### config.mk
export PLATFORM = sky130hd
export DESIGN_NAME = digital_output_bank
export DESIGN_NICKNAME = d
export VERILOG_FILES = /design/src/rtl/digital_output_pkg.sv /design/src/rtl/output_pulse_timer.sv /design/src/rtl/digital_output_bank.sv
export SDC_FILE = /design/constraint.sdc
export NUM_CORES = 1
export LEC_CHECK = 0
export BUFFER_PORTS_ARGS = -buffer_cell sky130_fd_sc_hd__clkbuf_2
export CAP_MARGIN = 40
export CORE_ASPECT_RATIO = 0.7
export CORE_MARGIN = 2
export CORE_UTILIZATION = 48
export CTS_CLUSTER_SIZE = 25
export DETAILED_ROUTE_END_ITERATION = 12
export GPL_ROUTABILITY_DRIVEN = 0
export MAX_ROUTING_LAYER = met4
export PLACE_DENSITY = 0.71
export SYNTH_ARGS = -nofsm -noshare
export SYNTH_HDL_FRONTEND = slang
export SYNTH_SLANG_ARGS = --single-unit
### constraint.sdc
create_clock -name clk_i -period 5.5 [get_ports clk_i]
set_input_delay 0.55 -clock clk_i [delete_from_list [all_inputs] [get_ports clk_i]]
set_output_delay 0.55 -clock clk_i [all_outputs]
set_load 0.02 [all_outputs]
### src/rtl/digital_output_pkg.sv
// Shared types for the digital output bank: write operations and pulse FSM states.
package digital_output_pkg;

    typedef enum logic [1:0] {
        OP_WRITE  = 2'd0,
        OP_SET    = 2'd1,
        OP_CLEAR  = 2'd2,
        OP_TOGGLE = 2'd3
    } op_t;

    typedef enum logic {
        ST_IDLE  = 1'b0,
        ST_PULSE = 1'b1
    } pulse_state_t;

endpackage : digital_output_pkg

### src/rtl/output_pulse_timer.sv
// One-shot pulse timer: a start with a non-zero length holds busy_o for exactly len_i cycles.
module output_pulse_timer
    import digital_output_pkg::*;
#(
    parameter int CNT_W = 16
) (
    input  logic             clk_i,
    input  logic             rst_i,
    input  logic             start_i,
    input  logic [CNT_W-1:0] len_i,
    output logic             busy_o
);

    pulse_state_t     state_q;
    logic [CNT_W-1:0] cnt_q;

    // NOTE: state uses non-blocking assignments so every register samples pre-edge values.
    always_ff @(posedge clk_i) begin
        if (rst_i) begin
            state_q <= ST_IDLE;
            cnt_q   <= '0;
        end else begin
            unique case (state_q)
                ST_IDLE: begin
                    if (start_i && (len_i != '0)) begin
                        state_q <= ST_PULSE;
                        cnt_q   <= len_i;
                    end
                end
                ST_PULSE: begin
                    // Exit on 1, never on 0, so a full-scale length cannot wrap.
                    cnt_q <= cnt_q - 1'b1;
                    if (cnt_q == CNT_W'(1)) begin
                        state_q <= ST_IDLE;
                    end
                end
                default: state_q <= ST_IDLE;
            endcase
        end
    end

    assign busy_o = (state_q == ST_PULSE);

endmodule : output_pulse_timer

### src/rtl/digital_output_bank.sv
// Bank of digital outputs: a base register updated by bit operations, with a timed
// inversion pulse XORed on top.
module digital_output_bank
    import digital_output_pkg::*;
#(
    parameter int WIDTH = 8,
    parameter int CNT_W = 16
) (
    input  logic             clk_i,
    input  logic             rst_i,
    input  logic             write_i,
    input  op_t              op_i,
    input  logic [WIDTH-1:0] data_i,
    input  logic             pulse_i,
    input  logic [WIDTH-1:0] pulse_mask_i,
    input  logic [CNT_W-1:0] pulse_len_i,
    output logic [WIDTH-1:0] data_o,
    output logic             busy_o
);

    logic [WIDTH-1:0] base_q;
    logic [WIDTH-1:0] pmask_q;
    logic             pulse_accept;

    // Same acceptance condition the timer uses, so pmask_q is captured exactly when a pulse starts.
    assign pulse_accept = pulse_i && !busy_o && (pulse_len_i != '0);

    always_ff @(posedge clk_i) begin
        if (rst_i) begin
            base_q  <= '0;
            pmask_q <= '0;
        end else begin
            if (write_i) begin
                unique case (op_i)
                    OP_WRITE:  base_q <= data_i;
                    OP_SET:    base_q <= base_q | data_i;
                    OP_CLEAR:  base_q <= base_q & ~data_i;
                    OP_TOGGLE: base_q <= base_q ^ data_i;
                    default:   base_q <= base_q;
                endcase
            end
            if (pulse_accept) begin
                pmask_q <= pulse_mask_i;
            end
        end
    end

    output_pulse_timer #(
        .CNT_W (CNT_W)
    ) u_timer (
        .clk_i   (clk_i),
        .rst_i   (rst_i),
        .start_i (pulse_i),
        .len_i   (pulse_len_i),
        .busy_o  (busy_o)
    );

    assign data_o = base_q ^ (busy_o ? pmask_q : '0);

endmodule : digital_output_bank

# After elaboration in Yosys (flattened, before gate mapping)
# Index checks and enable logic that the tools add are counted.
[totals]
register_bits = 33
in_bits = 38
out_inout_bits = 9
word_cells = 29
[classes]
add_sub_neg = 1
n_eq_ne = 5
muxes = 7
bitwise_logic = 6
reduce_logical = 6
[op_table]
columns = ["op", "n"]
rows = [
  ["one-hot mux 16 bit (2 select lines)", 1],
  ["one-hot mux 8 bit (4 select lines)", 1],
  ["equality test 16 x 1 -> 1 bit, second input constant", 1],
  ["two-way mux 16 bit", 1],
  ["nonzero test 16 bit", 1],
  ["subtractor 16 x 1 -> 16 bit, second input constant", 1],
  ["XOR 8 bit", 2],
  ["bitwise AND 8 bit", 1],
  ["two-way mux 8 bit", 1],
  ["NOT 8 bit", 1],
  ["bitwise OR 8 bit", 1],
  ["equality test 2 bit, second input constant", 2],
  ["logical AND 1 bit", 3],
  ["equality test 2 x 1 -> 1 bit, second input constant", 1],
  ["zero test 2 bit", 1],
  ["two-way mux 1 bit", 2],
  ["!= test 2 x 1 -> 1 bit, second input constant", 1],
  ["one-hot mux 1 bit (2 select lines)", 1],
  ["zero test 1 bit", 1],
  ["NOT 1 bit", 1],
]

# Depth between registers and ports, before layout
# Gate-level depths: netlist of the first run.
[depth]
ltp_word = 4
ltp_mapped = 7
ltp_nobuf = 6

# Hierarchy
# A second synthesis of the first run with hierarchy kept.
[hier_totals]
hier_cells = 247
hier_area_um2 = 2302.2
[by_module_without_submodules]
columns = ["module", "n_inst", "cells_each", "area_each_um2", "seq_area_each_um2"]
rows = [
  ["digital_output_bank", 1, 124, 1234.9, 320.3],
  ["output_pulse_timer", 1, 123, 1067.3, 340.3],
]

# Worst setup path after synthesis of the first run
# No wires, ideal clock.
[synth_timing]
path_kind = "reg2out"
start = "register u_timer.state_q, in the netlist u_timer.busy_o"
end = "output data_o[0]"
arrival_time_ns = 1.548
required_time_ns = 4.950
setup_slack_ns = 3.402
stages_incl_launch_ff = 5
path_buffers = 2
cell_sequence = "dfxtp_1 -> clkbuf_1 -> clkbuf_1 -> nand2_1 -> xnor2_1"
[synth_between]
elab_chain_cells = 2
[synth_rtl]
columns = ["item", "line", "rtl"]
rows = [
  ["start: declaration", "output_pulse_timer.sv:14", "pulse_state_t state_q;"],
  ["start signal: assignment", "output_pulse_timer.sv:20", "state_q <= ST_IDLE;"],
  ["start signal: assignment", "output_pulse_timer.sv:26", "state_q <= ST_PULSE;"],
  ["start signal: assignment", "output_pulse_timer.sv:34", "state_q <= ST_IDLE;"],
  ["two-way mux 8 bit", "digital_output_bank.sv:58", "assign data_o = base_q ^ (busy_o ? pmask_q : '0);"],
  ["XOR 8 bit", "digital_output_bank.sv:58", ""],
  ["end: declaration", "digital_output_bank.sv:17", "output logic [WIDTH-1:0] data_o,"],
]
# No other way between the ends.

# Worst setup path after layout of the first run
[layout_timing]
start = "register u_timer.state_q, in the netlist u_timer.busy_o"
end = "register u_timer.cnt_q[14]"
[layout_between]
elab_chain_cells = 2
word_cells_on_any_way = 3
classes_between = "1 x eq/ne; 1 x mux; 1 x bitwise"
[layout_rtl]
columns = ["item", "line", "rtl"]
rows = [
  ["NOT 1 bit", "output_pulse_timer.sv:23", "unique case (state_q)"],
  ["one-hot mux 16 bit (2 select lines) / != test 2 x 1 -> 1 bit (equally long branches)", "n/a", ""],
  ["end signal: assignment", "output_pulse_timer.sv:27", "cnt_q <= len_i;"],
  ["end signal: assignment", "output_pulse_timer.sv:32", "cnt_q <= cnt_q - 1'b1;"],
  ["end: declaration", "output_pulse_timer.sv:15", "logic [CNT_W-1:0] cnt_q;"],
]
# Parallel ways exist; a longest one is shown, timed or not.
# A chain may end at the register's enable or synchronous reset.

==> results of run 1 <==
## cell type report
type,count,area [um^2],area share (%)
well taps,55,68.8,2.68
multi-input cells,176,1390,54.1
inverters,28,105,4.09
clock buffers,7,86.3,3.36
flip-flops and latches,33,661,25.7
repair buffers,49,256,9.99
## flip-flops by register name, indices dropped and copies added, names as in the netlist
register	flops
u_timer.cnt_q	16
base_q	8
pmask_q	8
u_timer.busy_o	1
## metrics by stage
step                hold WS [ns]  setup slack, ns
floorplan                  0.454             3.40
global placement           0.460             2.68
detailed placement         0.469             2.87
CTS                        0.477             3.11
global route               0.516             2.85
finish                     0.475             3.12
## how the worst max path moves through the flow
stage / to / slack [ns] / depth (start not counted)
after CTS: u_timer.cnt_q[3]$_SDFFE_PP0P_ / 3.11 / 3
after detailed placement: u_timer.cnt_q[13]$_SDFFE_PP0P_ / 2.87 / 6
after global placement: u_timer.cnt_q[13]$_SDFFE_PP0P_ / 2.68 / 5
final: u_timer.cnt_q[14]$_SDFFE_PP0P_ / 3.12 / 6
after global routing: u_timer.cnt_q[14]$_SDFFE_PP0P_ / 2.85 / 6
after floorplan: data_o[0] / 3.40 / 4
## where the power goes
group	switching, W	internal [W]
logic	0.0000869	0.0000731
clock network	0.0000785	0.0000992
registers	0.0000230	0.000259
total	0.000188	0.000431
## layer usage
metal  share of wire [%]  vias to the layer above
li1                    -                     1000
met1                  50                      951
met2                  45                       40
met3                 4.8                        2
met4                0.30                        0
met5                   0                        -
## cell families after synthesis
| family | synth area share, % |
|---|---|
| and+or+nand+nor | 19.4 |
| AOI/OAI and AO/OA | 16.7 |
| buffers and inverters | 8.33 |
| DFF | 29.5 |
| muxes | 11.6 |
| adders and majority gates | 10.1 |
| xor gates and xnor gates | 4.31 |
## cell usage in the layout (no fill, tap or decap), types with 3 or more instances in the layout
master,n
a21oi_1,12
o211ai_1,6
nand4_1,3
xnor2_1,10
nand3_1,21
clkbuf_8,6
o21ai_0,9
or3_1,4
o221ai_1,3
ha_1,18
clkbuf_2,46
nor2_1,14
dfxtp_1,33
mux2i_1,8
inv_1,27
or2_2,3
a211oi_1,3
nor3_1,3
mux4_2,8
a31oi_1,10
nand2_1,15
## cells in the mapped netlist, types with 2 or more instances
cell type and count:
a211oi_1 3, a21oi_1 12, a31oi_1 10, buf_1 2
buf_2 2, clkbuf_1 12, dfxtp_1 33, ha_1 18
inv_1 27, mux2i_1 8, mux4_2 8, nand2_1 15
nand3_1 21, nand4_1 3, nand4b_1 2, nor2_1 14
nor3_1 3, nor4b_1 2, o211ai_1 6, o21ai_0 9
o221ai_1 3, or2_2 3, or3_1 4, or4_1 2
or4_4 2, xnor2_1 10
## worst max-delay path, stage by stage (launching register included)
cell and delay [ns]:
dfxtp_1 0.72, buf_4 0.37, nor4bb_1 0.25, buf_4 0.21, nand4b_1 0.18, or3_1 0.40
a31oi_1 0.16
==> flow_summary.toml, run 1 <==
[pwr]
finalPower_w = 0.000620
ir_worst_vdd_v = 0.000150
powerDensity_nw_per_um2 = 241
leakagePower_nw = 1.09

[setup_path]
crit_path_start = "u_timer.busy_o$_SDFF_PP0_"
rrSetupSlack_ns = 3.12
start_kind = "flip-flop"
r2r_start = "u_timer.busy_o$_SDFF_PP0_"
r2r_cells = 6
crit_fanout = 23
cp-end-kind = "flip-flop"
path_class = "reg2reg"
critPathRequiredTime_ns = 5.69
reg2reg_to = "u_timer.cnt_q[14]$_SDFFE_PP0P_"
arrival_ns = 2.57

[logic_synthesis]
synthFlopType = "dfxtp_1"
synth_fp_nets = 311
yosys_warnings = 0
synth_area_leaders = "dfxtp_1 (30%), ha_1 (10%), mux4_2 (8.1%)"
avgSynthCellArea_um2 = 8.77
syn_area_um2 = 2240
ys_types = 47
synth_top_cell_by_area = "dfxtp_1"
synth_seq_cells = 33
ys_seq_area_share_pct = 29.5
synth_top_area_share_pct = 29.5
synth-edff-count = 0
async_flop_share_pct = 0
synthCells = 255

[final_layout]
final_core_util_pct = 58.3
layout-area-overhead-vs-synth_pct = 14.8
drive_gt1_share_pct = 24.6
stdcell_count = 348
num_antenna_cells = 0
nets = 349
fillers = 425
design_area_um2 = 2570

[job]
maxCapViolCount = 0

[global_routing]
busiest_layer = "met2"
grt_use_total_pct = 19.5
grt-ovfl-total = 0
met3_usage_pct = 3.75
antenna_found_initial = 0
grt_use_met2_pct = 29.9
grt_pass1_wl_um = 7860
met1_usage_pct = 27.3
grt_max_degree = 36
first_global_vias = 1670

[floorplan]
ioPinCount = 47
row_count = 20
die_area_um2 = 5230
die_y_um = 61.1
die_w_um = 85.6
initial_utilization_pct = 50.8
core_um2 = 4400

[cts]
cts_resized = 0
clk-insertion-delay-late_ns = 0.27
htree_num_levels = 2
cts_buffers = 5
clk_pin_slew_worst_paths_ns = 0.06
cts.sinks = 33
cts_setup_buffers = 0
cts_tree = "done"
cts-hold-fix-buffers = 0
root_buffer = "clkbuf_8"
cts_buffer_depth = 2

[placed_design]
hpwl_um = 3440
place_inst = 341
io_buffers = 46
place_area_um2 = 2480

[detailed_routing]
drc = 0
postRouteAntennaNets = 0
wire_per_inst_um = 13.5
finalWirelength_um = 4700
dr.pass1.iters = 4
drt_iter0_drc = 72
routed_via_density = 5.73
via_count = 1993

[sta]
setup_violations = 0
setup-tns-final_ns = 0
slew_headroom_pct = 49.5
finalCritPeriodShare_pct = 43.3
fmax_mhz = 420
slew_violations = 0
finClkSkew_ns = 0.00730
hold_viol = 0
period_minus_slack_ns = 2.38
worst_slew_pin_slew_ns = 0.758
rsz0062_at_grt = "false"

[worst_hold_path]
hp-class = "reg2reg"
holdPathStages = 2
hp-start = "pmask_q[4]$_SDFFE_PP0P_"
worst_hold_path.endpoint = "pmask_q[4]$_SDFFE_PP0P_"

[run_status]
status = "finished, final reports clean"
(Power assumes the default switching activity.)
==> inputs of run 2 (changes only) <==
clock period = 2.2 ns   (was 5.5 ns; I/O delays follow)
==> flow_summary.toml, run 2 (same netlist as run 1, synthesis figures left out) <==
[placed_design]
post-place-ws_ns = 0.230
place_inst = 348
io_buffers = 46
hpwl_um = 4000
place_area_um2 = 2540

[pwr]
seqPwrFrac_pct = 40.4
p_sw_share_pct = 29.7
internal_power_w = 0.00122
power.share.combinational_pct = 25.3
ir_worst_vdd_v = 0.000528
leakagePower_nw = 1.14
powerDensity_nw_per_um2 = 653
clkPwrFrac_pct = 34.3
finalPower_w = 0.00174
power.switching_w = 0.000515

[setup_path]
arrival_ns = 2.23
crit_fanout = 6
cp_slowest_cell = "nor4bb_1"
critPathRequiredTime_ns = 2.41
path_cells = "inv_1, ha_1, nor4bb_1, nand4b_1, or3_1, a31oi_1"
reg2reg_to = "u_timer.cnt_q[14]$_SDFFE_PP0P_"
start_kind = "flip-flop"
rrSetupSlack_ns = 0.19
r2r_cells = 6
cp-end-kind = "flip-flop"
slowest_delay_ns = 0.49
path_class = "reg2reg"
r2r_start = "u_timer.cnt_q[0]$_SDFFE_PP0P_"

[job]
maxCapViolCount = 0

[detailed_routing]
wire_per_inst_um = 14.6
finalWirelength_um = 5210
postRouteAntennaNets = 0
drt_iter0_drc = 150
routed_via_density = 5.79
drc = 0
dr.pass1.iters = 5
via_count = 2063

[sta]
hold_viol = 0
slew_headroom_pct = 66.1
fmax_mhz = 497
setup_violations = 0
slew_violations = 0
rsz0062_at_grt = "false"
period_minus_slack_ns = 2.01
finalWorstSetupSlack_ns = 0.187
setup-tns-final_ns = 0
finalCritPeriodShare_pct = 91.5
finClkSkew_ns = 0.00826
worst_slew_pin_slew_ns = 0.502

[cts]
htree_num_levels = 2
root_buffer = "clkbuf_8"
cts_tree = "done"
cts_buffers = 5
cts.sinks = 33
cts_resized = 0
cts-hold-fix-buffers = 0
clk_pin_slew_worst_paths_ns = 0.07
cts_buffer_depth = 2
cts_setup_buffers = 0
clk-insertion-delay-late_ns = 0.29

[global_routing]
first_global_vias = 1864
met1_usage_pct = 29.7
antenna_found_initial = 0
busiest_layer = "met2"
grt_max_degree = 26
grt_use_met2_pct = 34.9
met3_usage_pct = 4.42
grt_use_total_pct = 22.3
grt_pass1_wl_um = 8650
grt-ovfl-total = 0

[final_layout]
layout-area-overhead-vs-synth_pct = 18.8
largest_register_ffs = 16
stdcell_count = 356
final_common_cell = "clkbuf_2"
design_area_um2 = 2660
largestRegisters = "u_timer.cnt_q: 16 flops, base_q: 8 flops, pmask_q: 8 flops"
top_register = "u_timer.cnt_q"
nets = 356
fillers = 387
num_antenna_cells = 0
drive_gt1_share_pct = 26.6
final_cell_mix = "clkbuf_2 (46), dfxtp_1 (33), inv_1 (27)"

[run_status]
status = "finished, final reports clean"

[worst_hold_path]
hp-class = "in2reg"
holdPathStages = 3
hp-start = "pulse_mask_i[7]"
worst_hold_path.endpoint = "pmask_q[7]$_SDFFE_PP0P_"

[floorplan]
initial_utilization_pct = 50.8
die_w_um = 85.6
row_count = 20
core_um2 = 4400
die_y_um = 61.1
die_area_um2 = 5230
ioPinCount = 47
[run 2: power by group through the flow]
stage | sequential, W | combinational [W] | clock [W]
6_report | 0.000701 | 0.000439 | 0.000596
5_1_grt | 0.000708 | 0.000490 | 0.000633
4_1_cts | 0.000700 | 0.000442 | 0.000604
3_5_place_dp | 0.000712 | 0.000437 | 0
3_3_place_gp | 0.000711 | 0.000424 | 0
2_1_floorplan | 0.000703 | 0.000300 | 0
[run 2: metrics by stage]
stage,util [%],hold WS [ns]
2_1_floorplan,-,0.368
3_3_place_gp,57.7,0.461
3_5_place_dp,57.7,0.466
4_1_cts,60.4,0.157
5_1_grt,60.4,0.165
6_report,60.4,0.160
[run 2: layout make-up]
class / instances / area, um^2 / area share (%)
Multi-Input combinational cell: 176 / 1390 / 52.3
Timing Repair Buffer: 56 / 318 / 12.0
Clock inverter: 1 / 30.0 / 1.13
Inverter: 28 / 105 / 3.95
Clock buffer: 7 / 86.3 / 3.25
Sequential cell: 33 / 661 / 24.8
Tap cell: 55 / 68.8 / 2.59
[run 2: per-layer routing]
| layer | vias up | share of wire (%) |
|---|---|---|
| met2 | 79 | 46 |
| met4 | 0 | 1.1 |
| met1 | 967 | 47 |
| li1 | 1010 | - |
| met5 | - | 0 |
| met3 | 7 | 6.1 |
[run 2: critical path: cells and delay by family (launching register included)]
| family | cells | cell delay [ns] |
|---|---|---|
| fa+ha+maj | 1 | 0.16 |
| compound gates | 1 | 0.18 |
| buf+inv | 1 | 0.08 |
| simple gates | 3 | 1.15 |
| flops | 1 | 0.36 |
[run 2: worst max-delay path by stage]
stage / startpoint / to / slack (ns) / depth (start not counted)
floorplan: u_timer.cnt_q[0]$_SDFFE_PP0P_ / u_timer.cnt_q[14]$_SDFFE_PP0P_ / 0.40 / 7
global placement: pulse_len_i[11] / u_timer.busy_o$_SDFF_PP0_ / 0.25 / 6
detailed placement: pulse_len_i[11] / u_timer.busy_o$_SDFF_PP0_ / 0.23 / 6
CTS: u_timer.cnt_q[0]$_SDFFE_PP0P_ / u_timer.cnt_q[14]$_SDFFE_PP0P_ / 0.22 / 6
global route: u_timer.cnt_q[0]$_SDFFE_PP0P_ / u_timer.cnt_q[14]$_SDFFE_PP0P_ / 0.07 / 6
finish: u_timer.cnt_q[0]$_SDFFE_PP0P_ / u_timer.cnt_q[14]$_SDFFE_PP0P_ / 0.19 / 6
==> inputs of run 3 (changes only) <==
REMOVE_ABC_BUFFERS = 1   (was default)
==> flow_summary.toml, run 3 (same netlist as run 1, synthesis figures left out) <==
[cts]
cts_setup_buffers = 0
cts_buffer_depth = 2
clk_pin_slew_worst_paths_ns = 0.07
cts-hold-fix-buffers = 0
htree_num_levels = 2
clk-insertion-delay-late_ns = 0.28
cts_tree = "done"
root_buffer = "clkbuf_8"
cts_buffers = 5
cts.sinks = 33
cts_resized = 0

[setup_path]
cp_slowest_cell = "nor4bb_1"
critPathRequiredTime_ns = 2.41
crit_fanout = 6
worst-path-buf-inv = 1
start_kind = "flip-flop"
slowest_delay_ns = 0.44
worst_path_dominant_cell_family = "simple AND/OR/NAND/NOR gates"
path_cells = "inv_1, ha_1, nor4bb_1, nand4b_1, or3_1, a31oi_1"
arrival_ns = 2.16
path_class = "reg2reg"
cp-end-kind = "flip-flop"

[final_layout]
multi_input_area_um2 = 1390
largestRegisters = "u_timer.cnt_q: 16 flops, base_q: 8 flops, pmask_q: 8 flops"
final_common_cell = "clkbuf_2"
final_cell_mix = "clkbuf_2 (46), dfxtp_1 (33), inv_1 (27)"
drive_gt1_share_pct = 26.2
design_area_um2 = 2610
layout-area-overhead-vs-synth_pct = 16.6
top_register = "u_timer.cnt_q"
nets = 355
stdcell_count = 353
largest_register_ffs = 16
seqCellArea_um2 = 661
num_antenna_cells = 0
fillers = 403

[detailed_routing]
finalWirelength_um = 5240
via_count = 2069
postRouteAntennaNets = 0
drc = 0
wire_per_inst_um = 14.8
dr.pass1.iters = 4
drt_iter0_drc = 140
routed_via_density = 5.86

[floorplan]
ioPinCount = 47
initial_utilization_pct = 50.8
die_area_um2 = 5230
die_w_um = 85.6
die_y_um = 61.1
core_um2 = 4400
row_count = 20

[sta]
finClkSkew_ns = 0.00896
fmax_mhz = 513
hold_slack_ns = 0.174
worst_slew_pin_slew_ns = 0.496
slew_violations = 0
finalCritPeriodShare_pct = 88.5
slew_headroom_pct = 66.9
hold_viol = 0
rsz0062_at_grt = "false"
setup_violations = 0
finalWorstSetupSlack_ns = 0.252
period_minus_slack_ns = 1.95

[placed_design]
place_inst = 347
place_area_um2 = 2530
hpwl_um = 3940
io_buffers = 46
post-place-ws_ns = 0.176

[pwr]
ir_worst_vdd_v = 0.000419
powerDensity_nw_per_um2 = 597
leakagePower_nw = 1.12

[global_routing]
grt-ovfl-total = 0
grt_max_degree = 38
antenna_found_initial = 0
grt_use_total_pct = 22.0
first_global_vias = 1909
grt_pass1_wl_um = 8670

[run_status]
status = "finished, final reports clean"

[job]
maxCapViolCount = 0

[worst_hold_path]
hp-class = "in2reg"
==> run 3: final cells by class <==
cell class                 count  area share, %
multi-input combinational    176           53.3
sequential                    33           25.3
timing repair buffer          55           11.9
inverter                      28           4.03
clock buffer                   5           2.64
tap                           55           2.64
clock inverter                 1          0.192
==> run 3: final timing paths <==
check | from | endpoint | slack [ns] | depth (start not counted)
worst min-delay path | pulse_mask_i[5] | pmask_q[5]$_SDFFE_PP0P_ | 0.17 | 3
worst max-delay path | u_timer.cnt_q[0]$_SDFFE_PP0P_ | u_timer.cnt_q[14]$_SDFFE_PP0P_ | 0.25 | 6
worst min register to register | pmask_q[5]$_SDFFE_PP0P_ | pmask_q[5]$_SDFFE_PP0P_ | 0.48 | 2
worst max register to register | u_timer.cnt_q[0]$_SDFFE_PP0P_ | u_timer.cnt_q[14]$_SDFFE_PP0P_ | 0.25 | 6
==> run 3: per-stage QoR <==
step	utilization, %	TNS [ns]	power (W)
after floorplan	-	-1.44	0.000974
after global placement	57.6	0	0.00113
after detailed placement	57.6	0	0.00115
after CTS	59.2	0	0.00157
after global routing	59.2	0	0.00165
final	59.2	0	0.00156
==> run 3: worst min-delay path, stage by stage <==
cell,delay [ns]
clkbuf_2,0.08
nand3_1,0.06
a21oi_1,0.05
==> run 3: where the power goes <==
part	internal, W	switching, W	leakage (nW)
Clock	0.000208	0.000215	0.0399
Combinational	0.000202	0.000233	0.806
Sequential	0.000647	0.0000541	0.272
Total	0.00106	0.000501	1.12
==> run 3: metal layers <==
layer  share of wire [%]  vias to the layer above  track usage [%]
met2                  43                       97             32.8
met5                   0                        -                -
met4                 1.1                        0             7.48
met1                  46                      955             29.5
li1                    -                     1010                -
met3                 9.9                        7             5.36
